File: src/rtl/trans_addr_gen_pkg.sv
// Shared definitions for the transpose-write address generator.
// State encoding and default widths shared with the downstream register stage.
package trans_addr_gen_pkg;

    localparam int ADDR_W_DEF = 10;
    localparam int DIM_W_DEF  = 6;

    typedef enum logic [1:0] {
        ST_IDLE = 2'd0,
        ST_RUN  = 2'd1,
        ST_DONE = 2'd2
    } state_t;

endpackage

File: src/rtl/trans_addr_gen.sv
// Paired row-major / column-major write address generator for one tile.
// Advances one element per accepted upstream beat; addresses by accumulation.
module trans_addr_gen
    import trans_addr_gen_pkg::*;
#(
    parameter int ADDR_W = ADDR_W_DEF,
    parameter int DIM_W  = DIM_W_DEF
) (
    input  logic              clk,
    input  logic              rst,
    input  logic              start,
    input  logic [DIM_W-1:0]  cfg_rows,
    input  logic [DIM_W-1:0]  cfg_cols,
    input  logic [ADDR_W-1:0] cfg_base1,
    input  logic [ADDR_W-1:0] cfg_base2,
    input  logic              in_valid,
    output logic [ADDR_W-1:0] TRANS_ADDR1,
    output logic [ADDR_W-1:0] TRANS_ADDR2,
    output logic              WRITE,
    output logic              busy,
    output logic              done
);

    state_t              state_q;
    logic [DIM_W-1:0]    rows_q;
    logic [DIM_W-1:0]    cols_q;
    logic [DIM_W-1:0]    row_q;
    logic [DIM_W-1:0]    col_q;
    logic [ADDR_W-1:0]   a1_q;
    logic [ADDR_W-1:0]   a2_q;
    logic [ADDR_W-1:0]   cs_q;
    logic [ADDR_W-1:0]   addr1_q;
    logic [ADDR_W-1:0]   addr2_q;
    logic                write_q;
    logic                busy_q;
    logic                done_q;

    logic                last_col;
    logic                last_row;

    assign last_col = (col_q == cols_q - DIM_W'(1));
    assign last_row = (row_q == rows_q - DIM_W'(1));

    // Tile sequencer: counters, address accumulators and registered outputs.
    always_ff @(posedge clk) begin
        if (!rst) begin
            state_q <= ST_IDLE;
            rows_q  <= '0;
            cols_q  <= '0;
            row_q   <= '0;
            col_q   <= '0;
            a1_q    <= '0;
            a2_q    <= '0;
            cs_q    <= '0;
            addr1_q <= '0;
            addr2_q <= '0;
            write_q <= 1'b0;
            busy_q  <= 1'b0;
            done_q  <= 1'b0;
        end else begin
            write_q <= 1'b0;
            done_q  <= 1'b0;
            unique case (state_q)
                ST_IDLE: begin
                    // A start overlapping the done pulse is dropped.
                    if (start && !done_q) begin
                        rows_q <= cfg_rows;
                        cols_q <= cfg_cols;
                        row_q  <= '0;
                        col_q  <= '0;
                        a1_q   <= cfg_base1;
                        a2_q   <= cfg_base2;
                        cs_q   <= cfg_base2;
                        busy_q <= 1'b1;
                        if (cfg_rows == '0 || cfg_cols == '0) begin
                            state_q <= ST_DONE;
                        end else begin
                            state_q <= ST_RUN;
                        end
                    end
                end
                ST_RUN: begin
                    if (in_valid) begin
                        write_q <= 1'b1;
                        addr1_q <= a1_q;
                        addr2_q <= a2_q;
                        a1_q    <= a1_q + ADDR_W'(1);
                        if (!last_col) begin
                            col_q <= col_q + DIM_W'(1);
                            a2_q  <= a2_q + ADDR_W'(rows_q);
                        end else begin
                            col_q <= '0;
                            row_q <= row_q + DIM_W'(1);
                            cs_q  <= cs_q + ADDR_W'(1);
                            a2_q  <= cs_q + ADDR_W'(1);
                        end
                        if (last_row && last_col) begin
                            state_q <= ST_DONE;
                        end
                    end
                end
                ST_DONE: begin
                    done_q  <= 1'b1;
                    busy_q  <= 1'b0;
                    state_q <= ST_IDLE;
                end
                default: begin
                    busy_q  <= 1'b0;
                    state_q <= ST_IDLE;
                end
            endcase
        end
    end

    assign TRANS_ADDR1 = addr1_q;
    assign TRANS_ADDR2 = addr2_q;
    assign WRITE       = write_q;
    assign busy        = busy_q;
    assign done        = done_q;

endmodule

File: config.mk
export PLATFORM = sky130hd
export DESIGN_NAME = trans_addr_gen
export DESIGN_NICKNAME = d
export VERILOG_FILES = /design/src/rtl/trans_addr_gen_pkg.sv /design/src/rtl/trans_addr_gen.sv
export SDC_FILE = /design/constraint.sdc
export NUM_CORES = 1
export LEC_CHECK = 0
export ABC_AREA = 1
export BUFFER_PORTS_ARGS = -buffer_cell sky130_fd_sc_hd__buf_2
export CAP_MARGIN = 30
export CELL_PAD_IN_SITES_DETAIL_PLACEMENT = 1
export CELL_PAD_IN_SITES_GLOBAL_PLACEMENT = 2
export CORE_MARGIN = 3
export CORE_UTILIZATION = 32
export DETAILED_ROUTE_END_ITERATION = 10
export PLACE_DENSITY_LB_ADDON = 0.1
export SYNTH_ARGS = -nofsm -noshare
export SYNTH_HDL_FRONTEND = slang
export SYNTH_SLANG_ARGS = --single-unit
File: constraint.sdc
create_clock -name clk -period 2.12 [get_ports clk]
set_input_delay 0.318 -clock clk [delete_from_list [all_inputs] [get_ports clk]]
set_output_delay 0.318 -clock clk [all_outputs]
set_load 0.005 [all_outputs]
==> impl_results.md <==
* Data required time at the worst endpoint at between 2 and 2.5 ns
* Total Neg Setup Slack at 0 ns
* Worst Setup Slack post-DPL at 0.110 ns
* Die extent in x at 126 microns
* DRC viols at 0
* Synth Cell Area at 4590 sq um
* Clk_lat worst skew at 0.35 ns
* Worst Tran Pin Value at 0.526 ns
* Total of warnings raised by yosys at 0
* Count of max-cap constraint violations at 0
* Max VDD drop at 0.344 mV
* DIE AREA at 15800 sq um
* Final weighted congestion in routability-driven placement at roughly 0.82
* Fillcell total at 1813
* Die height at 126 microns
* Drt via density at between 5 and 6
* GRT Total Usage at 19.3%
* Upper clock frequency limit at ~0.53 GHz
* Estimated wirelength of the detail-placed design at 11.0 mm
* Via count at ~4700
* Main area contributors after synthesis: dfxtp_1, nand2_1, a21oi_1
* Post-synthesis sequential area ratio at between 30% and 40%
* CTS Hold Buffers Added at 0
* Critical path capture point type: flip-flop
* Boundary Pins at 59
* Largest net degree at the start of global routing at 39
* Synthesized area per cell at 6.68 sq um
* Clock-pin slew of the registers on the worst-case setup and hold paths at 0.06 ns
* Relative max-transition margin at 64.9%
* Number of synthesized register bits at between 70 and 80
* Most common library cell in the layout ignoring fill and taps: nand2_1
* Total of buffers placed on input and output ports at 58
* Commonest non-fill, non-tap cells in the layout: nand2_1, a21oi_1, dfxtp_1, inv_1, buf_2
* Area growth syn-to-layout at 18.0%
* TritonCTS clock tree: done
* Number of distinct library cells after synthesis at 39
* Area taken by multi-input logic gates at 2580 sq um
* WL per Instance at 16.2 microns
* Number of synthesized flops with an enable pin at 0
* Overflow left after global routing at 0
* Flip-flop and latch area at approximately 1600 sq um
* Type of the tightest min-delay check: in2reg
* Starting DRT DRC Count at between 200 and 250
* Nets in the synthesized netlist at roughly 740
* Leakage power figure at 2.43 nW
* Ant. Diodes at 0
* Shortest period the worst path allows at around 1.9 ns
* Number of global-route vias before repair at a little under 5000
* Share of flip-flops with an asynchronous set or reset at 0%
* Placeable Area at 13900 sq um
* CTS Buf Count at 9
* Worst path slowest cell: dfxtp_1
* Power Density at 821 nW/um^2
* Share of layout cells above drive strength 1 at 16.4%
* Fin nets at approximately 800
* Peak fanout along the critical path at 16
* Cell accounting for the most synthesized area: dfxtp_1
* Total wire length at roughly 15 mm
* Clock sink count at 79
* Most common cell on crit path: nand2_1
* Instance count of the mapped netlist at around 690
* Cell row count at 43
* Portion of synthesized cell area occupied by the leading cell type at about 34%
* Max Clock Skew at ~0.010 ns
* Setup repair after global routing missed its margin: false
* Worst Slack Setup Final at 0.222 ns
* CTS max path bufs at 2
* Antenna violations before repair at 0
* Final setup violating endpoints at 0
* First-pass iteration count of the detailed router at 4
* Maximum level of the CTS H-tree at 3
* Clk Tree Root Cell: clkbuf_16
* Starting density of the core at 33.0%
* Wire length of the first global-routing pass at around 25 mm
* Critical Setup Path Class: reg2reg
* Critical Path Max Stage Delay at 0.35 ns
* Startpoint Class: flip-flop
* Cell chain of the critical path: inv_1 -> ha_1 -> inv_1 -> nand2_1 -> nand2_1 -> nor2_2 -> nand2_1 -> nor2_4 -> nand3_4 -> buf_6 -> inv_1 -> nand2_1 -> nand2_1 -> a21oi_1
* Status: completed
* Share of the clock period used by the worst path after layout at about nine tenths
* Number of hold violations in the final report at 0
* Max-slew violations at 0
* Antenna violation net count after detailed routing at 0
* Ys flop type: dfxtp_1
* Data arrival time of the critical path at about 2.1 ns
area by class of cell:
class | count | share of cell area, %
clock buffer | 10 | 4.23
clock inverter | 4 | 0.901
inverter | 74 | 5.15
multi-input combinational | 504 | 47.7
sequential | 79 | 29.2
tap | 180 | 4.16
timing repair buffer | 80 | 8.71
repair_timing:
item	in CTS	in global routing
endpoints found under the setup margin	0	14
setup buffers	0	6
resized for setup	0	3
path summary, 6_finish.rpt:
check                           slack [ns]  cells past startpoint                   startpoint                     endpoint
worst min-delay path                  0.26                      3                 cfg_base1[1]         a1_q[1]$_SDFFE_PN0P_
worst max-delay path                  0.22                     14       cols_q[1]$_SDFFE_PN0P_      state_q[0]$_SDFFE_PN0P_
worst min register to register        0.46                      2  TRANS_ADDR1[7]$_SDFFE_PN0P_  TRANS_ADDR1[7]$_SDFFE_PN0P_
worst max register to register        0.22                     14       cols_q[1]$_SDFFE_PN0P_      state_q[0]$_SDFFE_PN0P_
cell families after synthesis:
family | share of synthesized area [%]
XOR/XNOR | 4.39
AND/OR/NAND/NOR | 31.5
AO/OA/AOI/OAI | 16.4
buffers and inverters | 9.56
flip-flops | 34.4
adder cells (fa/ha/maj) | 3.71
power breakdown:
| group | internal (mW) | switching (mW) | total (mW) |
|---|---|---|---|
| combinational | 0.401 | 0.739 | 1.14 |
| sequential | 1.62 | 0.151 | 1.77 |
| clock | 0.898 | 0.634 | 1.53 |
| total | 2.92 | 1.52 | 4.45 |
metrics by stage:
step	instances	total power, mW	hold slack (ns)	utilization [%]	instance area, sq um
4_1_cts	925	4.48	0.247	38.4	5360
3_5_place_dp	911	2.92	0.460	36.5	5080
2_1_floorplan	687	2.56	0.454	-	4590
5_1_grt	931	4.73	0.262	38.9	5420
6_report	931	4.45	0.259	38.9	5420
3_3_place_gp	911	2.89	0.450	36.5	5080
cell usage after synthesis, types with 2 or more instances:
| cell type | instances |
|---|---|
| nand2_1 | 177 |
| nand3_2 | 7 |
| dfxtp_1 | 79 |
| nand2_4 | 2 |
| buf_4 | 2 |
| nand3_1 | 52 |
| a211oi_1 | 3 |
| ha_1 | 12 |
| a21oi_1 | 84 |
| nor3_1 | 2 |
| a21oi_2 | 5 |
| nor2_2 | 2 |
| buf_2 | 8 |
| nor2_1 | 56 |
| nor4_1 | 2 |
| xnor2_1 | 8 |
| inv_2 | 6 |
| o21ai_1 | 9 |
| buf_6 | 4 |
| xor2_1 | 15 |
| clkbuf_1 | 15 |
| inv_1 | 66 |
| nand3b_1 | 2 |
| nand2_2 | 3 |
| o21ai_0 | 35 |
| nand4_1 | 18 |
routing by layer:
layer  track usage [%]  routed length, microns  share of wire [%]
met1              24.9                    7150                 47
met2              33.3                    7200                 48
met3              3.73                     582                3.9
met4              4.48                     131               0.87
met5                 0                       0                  0
critical path: cells and delay by family (launching register included):
family / cells / cell delay (ns)
adders and majority gates: 1 / 0.29
buffers and inverters: 4 / 0.37
DFF: 1 / 0.35
AOI/OAI and AO/OA: 1 / 0.07
and+or+nand+nor: 8 / 0.70
registers in the layout, indices dropped and copies added, names as in the netlist:
name         flops
TRANS_ADDR1     10
TRANS_ADDR2     10
a1_q            10
a2_q            10
cs_q            10
col_q            6
cols_q           6
row_q            6
rows_q           6
state_q          2
WRITE            1
busy             1
done             1
Power figures use the tool's default switching activity.
